[src/rtl/rasterizer_mem_arbiter.sv]
// N-port Avalon-MM arbiter merging rasterizer stage masters onto one SDRAM port.
// Read responses return in order to the issuing port via a pending-ID FIFO.
//
// state    | meaning
// ---------+-----------------------------------------------------------
// ST_IDLE  | no owner; pick an eligible port, slave request held low
// ST_GRANT | owner's request forwarded to the slave until accepted/dropped
module rasterizer_mem_arbiter #(
   parameter int NUM_PORTS   = 3,
   parameter int ADDR_W      = 26,
   parameter int DATA_W      = 32,
   parameter int MAX_PENDING = 8,
   parameter int ARB_MODE    = 0
) (
   input  logic                             clock,
   input  logic                             reset,
   input  logic [NUM_PORTS*ADDR_W-1:0]      m_address,
   input  logic [NUM_PORTS-1:0]             m_read,
   input  logic [NUM_PORTS-1:0]             m_write,
   input  logic [NUM_PORTS*(DATA_W/8)-1:0]  m_byteenable,
   input  logic [NUM_PORTS*DATA_W-1:0]      m_writedata,
   output logic [NUM_PORTS-1:0]             m_waitrequest,
   output logic [DATA_W-1:0]                m_readdata,
   output logic [NUM_PORTS-1:0]             m_readdatavalid,
   output logic [ADDR_W-1:0]                s_address,
   output logic                             s_read,
   output logic                             s_write,
   output logic [DATA_W/8-1:0]              s_byteenable,
   output logic [DATA_W-1:0]                s_writedata,
   input  logic                             s_waitrequest,
   input  logic [DATA_W-1:0]                s_readdata,
   input  logic                             s_readdatavalid,
   output logic [$clog2(MAX_PENDING):0]     pending_count,
   output logic                             err_unexpected_rdv
);

   localparam int BE_W  = DATA_W / 8;
   localparam int ID_W  = (NUM_PORTS > 1) ? $clog2(NUM_PORTS) : 1;
   localparam int PTR_W = (MAX_PENDING > 1) ? $clog2(MAX_PENDING) : 1;
   localparam int CNT_W = $clog2(MAX_PENDING) + 1;

   typedef enum logic {ST_IDLE, ST_GRANT} state_t;

   state_t            state;
   logic [ID_W-1:0]   owner;
   logic [ID_W-1:0]   rr_ptr;
   logic [ID_W-1:0]   fifo_mem [MAX_PENDING];
   logic [PTR_W-1:0]  wr_ptr;
   logic [PTR_W-1:0]  rd_ptr;
   logic [CNT_W-1:0]  count;

   logic                  fifo_full;
   logic                  fifo_empty;
   logic [NUM_PORTS-1:0]  eligible;
   logic                  grant_found;
   logic [ID_W-1:0]       grant_id;
   logic                  granted;
   logic                  own_read;
   logic                  own_write;
   logic [ADDR_W-1:0]     own_addr;
   logic [BE_W-1:0]       own_be;
   logic [DATA_W-1:0]     own_wdata;
   logic                  accept;
   logic                  push;
   logic                  pop;

   assign fifo_full  = (count == CNT_W'(MAX_PENDING));
   assign fifo_empty = (count == '0);
   assign eligible   = m_write | (m_read & {NUM_PORTS{~fifo_full}});

   always_comb begin
      int idx;
      idx         = 0;
      grant_found = 1'b0;
      grant_id    = '0;
      if (ARB_MODE == 1) begin
         for (int i = NUM_PORTS - 1; i >= 0; i--) begin
            if (eligible[i]) begin
               grant_found = 1'b1;
               grant_id    = ID_W'(i);
            end
         end
      end else begin
         // search upward from rr_ptr with wrap
         for (int i = 0; i < NUM_PORTS; i++) begin
            idx = int'(rr_ptr) + i;
            if (idx >= NUM_PORTS) idx = idx - NUM_PORTS;
            if (!grant_found && eligible[idx]) begin
               grant_found = 1'b1;
               grant_id    = ID_W'(idx);
            end
         end
      end
   end

   always_comb begin
      own_read  = m_read[owner];
      own_write = m_write[owner];
      own_addr  = m_address[int'(owner)*ADDR_W +: ADDR_W];
      own_be    = m_byteenable[int'(owner)*BE_W +: BE_W];
      own_wdata = m_writedata[int'(owner)*DATA_W +: DATA_W];
   end

   // reset gates the combinational paths so nothing leaks out of a stale GRANT
   assign granted      = (state == ST_GRANT) && !reset;
   assign s_read       = granted & own_read;
   assign s_write      = granted & own_write;
   assign s_address    = own_addr;
   assign s_byteenable = own_be;
   assign s_writedata  = own_wdata;

   assign accept = granted & (own_read | own_write) & ~s_waitrequest;
   assign push   = accept & own_read & ~own_write;
   assign pop    = s_readdatavalid & ~fifo_empty & ~reset;

   assign m_readdata    = s_readdata;
   assign pending_count = reset ? '0 : count;

   always_comb begin
      m_waitrequest = '1;
      if (granted) m_waitrequest[owner] = s_waitrequest;
   end

   always_comb begin
      m_readdatavalid = '0;
      if (pop) m_readdatavalid[fifo_mem[rd_ptr]] = 1'b1;
   end

   always_ff @(posedge clock) begin
      if (reset) begin
         state              <= ST_IDLE;
         owner              <= '0;
         rr_ptr             <= '0;
         wr_ptr             <= '0;
         rd_ptr             <= '0;
         count              <= '0;
         err_unexpected_rdv <= 1'b0;
      end else begin
         case (state)
            ST_IDLE: begin
               if (grant_found) begin
                  owner <= grant_id;
                  state <= ST_GRANT;
               end
            end
            ST_GRANT: begin
               if (accept) begin
                  state  <= ST_IDLE;
                  rr_ptr <= (owner == ID_W'(NUM_PORTS - 1)) ? '0 : owner + ID_W'(1);
               end else if (!own_read && !own_write) begin
                  state <= ST_IDLE;
               end
            end
            default: state <= ST_IDLE;
         endcase

         if (push) begin
            fifo_mem[wr_ptr] <= owner;
            wr_ptr           <= wr_ptr + PTR_W'(1);
         end
         if (pop) rd_ptr <= rd_ptr + PTR_W'(1);

         case ({push, pop})
            2'b10:   count <= count + CNT_W'(1);
            2'b01:   count <= count - CNT_W'(1);
            default: count <= count;
         endcase

         if (s_readdatavalid && fifo_empty) err_unexpected_rdv <= 1'b1;
      end
   end

endmodule

[config.mk]
export PLATFORM = sky130hd
export DESIGN_NAME = rasterizer_mem_arbiter
export DESIGN_NICKNAME = d
export VERILOG_FILES = /design/src/rtl/rasterizer_mem_arbiter.sv
export SDC_FILE = /design/constraint.sdc
export NUM_CORES = 1
export LEC_CHECK = 0
export CAP_MARGIN = 10
export CORE_AREA = 2 2 130 132
export CTS_BUF_LIST = sky130_fd_sc_hd__clkbuf_16
export DETAILED_ROUTE_END_ITERATION = 10
export DIE_AREA = 0 0 132 134
export PLACE_DENSITY = 0.6
export SLEW_MARGIN = 5
export SYNTH_ARGS = -nofsm -noshare
export SYNTH_HDL_FRONTEND = slang
export SYNTH_SLANG_ARGS = --single-unit
export TNS_END_PERCENT = 10
[constraint.sdc]
create_clock -name clock -period 3.2 [get_ports clock]
set_input_delay 0.64 -clock clock [delete_from_list [all_inputs] [get_ports clock]]
set_output_delay 0.64 -clock clock [all_outputs]
set_load 0.02 [all_outputs]
# Word level (Yosys, flattened, before mapping)
# Memory sizes are Yosys's and may differ from the RTL's. A register that Yosys moved wholly into a read port is not among the register bits.
# Index checks and enable logic that the tools add are counted.
# classes
n_addsub	10
mul	1
order_cmp	10
eq_ne	4
shift	3
mux	40
bitwise	19
reduce_logical	16
# ops
op	n
32-bit by 4-bit < comparator with 1-bit output (second input constant)	3
32-bit 2-to-1 mux	3
96-bit by 8-bit variable part select with 32-bit output	1
78-bit by 8-bit variable part select with 26-bit output	1
1-bit 2-to-1 mux	19
3-bit 2-to-1 mux	4
12-bit by 5-bit variable part select with 4-bit output	1
1-bit binary-select mux with 2-bit select	5
1-bit bitwise AND	8
2-bit 2-to-1 mux	4
4-bit case mux with 2 select lines	1
3-bit by 2-bit subtractor with 4-bit output (second input constant)	2
1-bit logical AND	7
3-bit by 1-bit adder with 3-bit output (second input constant)	2
3-bit by 2-bit greater-or-equal comparator with 1-bit output (second input constant)	2
2-bit by 3-bit < comparator with 1-bit output (second input constant)	2
2-bit by 4-bit multiplier with 6-bit output (second input constant)	1
1-bit NOT	6
3-bit bitwise OR	2
1-bit zero test	5
4-bit by 1-bit adder with 4-bit output (second input constant)	1
1-bit demux with 2-bit select	2
2-bit == test (second input constant)	2
4-bit == test (second input constant)	1
other kinds (16)	18
# totals
regBits	16
ramBits	16
out_inout_bits	107
elab_cells	111
mem_count	1
# mem_list
name	words	word_bits	read_ports	rd_ports_with_merged_regs	wr	line_no	rtl
fifo_mem	8	2	1	1	1	47	logic [ID_W-1:0] fifo_mem [MAX_PENDING];

# Logic depth before layout (Yosys ltp)
# logic_depth
word_depth	16
depth_mapped	12
mapped_depth_nobuf	11

# Worst setup path before layout
# No wires, ideal clock.
# synth_path
path_type	reg2reg
from	reg owner[1]
to	reg count[2]
setup_time_ps	71
arrival_time_ps	2804
slack_ps	325
path_stages_with_launch	13
cell_sequence	dfxtp_1 > clkbuf_1 > mux2_2 > a22oi_1 > nor4b_4 > inv_1 > ha_1 > xor2_1 > ha_1 > a21oi_1 > xor2_1 > or3_1 > a21oi_1
# synth_between
elab_chain_cells	9
elab_cells_between_ends	14
classes_between	2 x eq/ne; 5 x mux; 6 x bitwise; 1 x reduce/logical
# synth_lines
item	line_no	rtl
from (decl)	45	logic [ID_W-1:0] owner;
from (signal assigned)	142	owner <= grant_id;
1-bit binary-select mux with 2-bit select, on equally long branches	97, 98	
1-bit 2-to-1 mux, on equally long branches	97, 98	
1-bit bitwise OR	112	assign accept = granted & (own_read | own_write) & ~s_waitrequest;
1-bit bitwise AND (2 in series)	112	
1-bit bitwise AND	113	assign push = accept & own_read & ~own_write;
1-bit bitwise AND (*)	113	
2-bit by 1-bit == test with 1-bit output or 2-bit == test (tied branches)	163	case ({push, pop})
4-bit case mux with 2 select lines or 2-bit nonzero test (tied branches)	--	
to (signal assigned)	164	2'b10: count <= count + CNT_W'(1);
to (signal assigned)	165	2'b01: count <= count - CNT_W'(1);
to (signal assigned)	166	default: count <= count;
to (decl)	50	logic [CNT_W-1:0] count;
# Mark *: on every way between the ends. The rest lies on a longest branch, timed or not. The select of a mux whose other input is x is not followed.
# A chain may end at the register's enable or synchronous reset.

# Worst setup path in the final report
# layout_path
from	in m_read[2]
to	out s_read
# layout_between
elab_chain_cells	3
# layout_lines
item	line_no	rtl
from (decl)	18	input logic [NUM_PORTS-1:0] m_read,
1-bit binary-select mux with 2-bit select	97	own_read = m_read[owner];
1-bit 2-to-1 mux (not written as such)	97	
1-bit bitwise AND	106	assign s_read = granted & own_read;
to (decl)	26	output logic s_read,
# No other way between the ends. The select of a mux whose other input is x is not followed.

==> results.yml <==
routing:
  ant_nets: 0
  viasPerCell: 4.47
  dr.pass1.iters: 4
  postRouteWirelength_um: 14000
  drc: 0
  wl_per_cell_um: 16.0
  drtIter0Drc: 147
  num_vias: 3917
die:
  die_w_um: 132
  row_count: 47
  core_area_sq_um: 16300
  start_util: 0.207
  design.die.area_sq_um: 17700
  ioPinCount: 335
  fp.dieH_um: 134
critical_path:
  startpoint_type: "input port"
  worstPathArrival_ps: 2430
  cp.required_ps: 2560
  endpoint_kind: "output port"
  crit_type: "in2out"
  worstPathMaxFanout: 3
clock_tree:
  path_clk_slew_ps: 60
  h-tree-depth: 2
  post_cts_buffers: 0
  clkSinkCount: 35
  clk_path_buf_depth: 2
  cts_tree: "done"
  cts_root_buffer: "clkbuf_16"
  clock_latency_ps: 280
  cts_made_buffers: 5
global_route:
  globalRouteTotalUtil: 0.148
  grt_overflow_total: 0
  grt_pass1_vias: 3882
  antenna_found_initial: 0
  grt_start_max_net_pins: 74
  grt_pass1_wl_um: 20800
timing:
  finalCriticalPeriod_ps: 3070
  finalSetupTns_ps: 0
  slew_headroom: 0.628
  worstMarginPinSlew_ps: 558
  max_freq_ghz: 0.326
  hold_viol_final: 0
  rsz0062_at_grt: "false"
  finClkSkew_ps: 2.63
  period_share: 0.959
  report.final.slew_viol_count: 0
  finalSetupViolations: 0
layout:
  fin_area_sq_um: 6310
  final_common_cell: "clkdlybuf4s50_1"
  fin_nets: 891
  area_growth_pct: 86.7
  layout.cells.non_filler: 876
  layout-drive-gt1-share: 0.0671
  final_util: 0.387
  final_cell_mix: "clkdlybuf4s50_1 (269), nand2_1 (75), mux2i_1 (66), o21ai_0 (66), nor2_1 (20)"
  diodes: 0
worst_hold_path:
  hp-class: "reg2reg"
synthesis:
  netlist_area_sq_um: 3380
  yosysTopAreaCellShare: 0.195
  synthTopCellsByArea: "mux2i_1 (20%), edfxtp_1 (14%), dfxtp_1 (11%)"
  syn-num-nets: 657
  synth_ff_type: "dfxtp_1"
  syn_avg_cell_area_sq_um: 8.03
  yosys_register_bits: 35
  ys_async_sr_fraction: 0
  ys.warnings.count: 0
  synth-edff-count: 16
  ys_seq_area_frac: 0.255
  synth_cells: 421
  synth_cell_types: 46
  synth_top_cell_by_area: "mux2i_1"
power_and_ir_drop:
  ir_drop_v: 0.000264
  total_leakage_power_nw: 2.19
  seq_power_share: 0.252
  powerDensity_nw_per_um2: 308
  switching_share: 0.332
  clock_power_share: 0.246
  p_int_mw: 1.30
  comb_power_share: 0.502
  p_sw_uw: 645
placed_design:
  dp_hpwl_um: 11600
  port-buffer-count: 270
  gp_congestion: 0.846
  dpl-instance-area_sq_um: 6150
  place_inst: 868
run_status:
  status: "complete, no violations"
flow_run:
  maxCapViolCount: 0
==> what timing repair did <==
item	4_1_cts	5_1_grt
endpoints found under the setup margin	0	2
hold buffers	0	0
resized for setup	0	2
==> through the flow <==
step	hold slack (ps)	setup WS, ps	power [mW]
final	493	133	1.94
after global routing	520	17.2	2.04
after CTS	492	62.5	1.96
after detailed placement	482	-52.9	1.48
after global placement	450	-34.6	1.47
after floorplan	449	325	0.960
==> critical path: stages <==
cell,delay [ps]
clkdlybuf4s50_1,450
mux2_2,280
a22oi_1,290
buf_4,180
nor2_1,40
clkdlybuf4s50_1,540
==> final cells by class <==
class	count	area, sq um
multi-input cells	317	2140
inverters	8	30.0
repair buffers	288	2850
well taps	220	275
clock buffers	5	125
flip-flops and latches	35	866
fillers	1596	9980
clock inverters	3	23.8
==> per-layer routing <==
metal / share of wire / GRT usage / wire length (um) / vias up
met5: 0 / 0 / 0 / -
met4: 0.021 / 0.0356 / 298 / 0
met3: 0.073 / 0.0401 / 1020 / 21
met2: 0.52 / 0.279 / 7350 / 179
met1: 0.38 / 0.164 / 5370 / 1795
li1: - / - / - / 1922
==> logic make-up after synthesis <==
kind of cell             Yosys count  share of synthesized area
AO/OA/AOI/OAI                    102                      0.177
flip-flops                        35                      0.255
adder cells (fa/ha/maj)            8                     0.0296
multiplexers                      73                      0.232
XOR/XNOR                           6                     0.0155
buffers and inverters             69                      0.117
AND/OR/NAND/NOR                  128                      0.174
==> synth_stat cells (3+ instances only) <==
cell,instances
nand2_1,75
mux2i_1,66
o21ai_0,66
buf_4,32
clkbuf_1,20
nor2_1,20
dfxtp_1,19
edfxtp_1,16
a21oi_1,15
ha_1,8
inv_1,8
buf_1,6
nand2b_1,6
nor2b_1,5
xor2_1,5
mux4_2,4
nor3b_1,4
a211oi_1,3
mux2_2,3
nand3_1,3
nor4_1,3
==> final timing paths <==
kind                                 from  cells after the start         to  slack (ps)
worst max-delay path            m_read[2]                      6     s_read         130
worst max register to register   count[1]                     11   count[2]         500
worst min-delay path            rr_ptr[0]                      2  rr_ptr[0]         490
worst min register to register  rr_ptr[0]                      2  rr_ptr[0]         490
==> sequential cells by signal (all words and copies together), names as in the netlist, named ones only <==
register	count
err_unexpected_rdv	1
wr_ptr	3
rr_ptr	2
count	4
owner	2
rd_ptr	3
fifo_mem	16
state	1
==> power groups by stage <==
| stage | combinational (mW) | sequential, mW | clock [mW] |
|---|---|---|---|
| after floorplan | 0.465 | 0.495 | 0 |
| after global placement | 0.971 | 0.498 | 0 |
| after detailed placement | 0.981 | 0.498 | 0 |
| after CTS | 0.984 | 0.489 | 0.487 |
| after global routing | 1.04 | 0.490 | 0.510 |
| final | 0.975 | 0.489 | 0.478 |
Note: power is estimated with default switching activity, not from simulation.
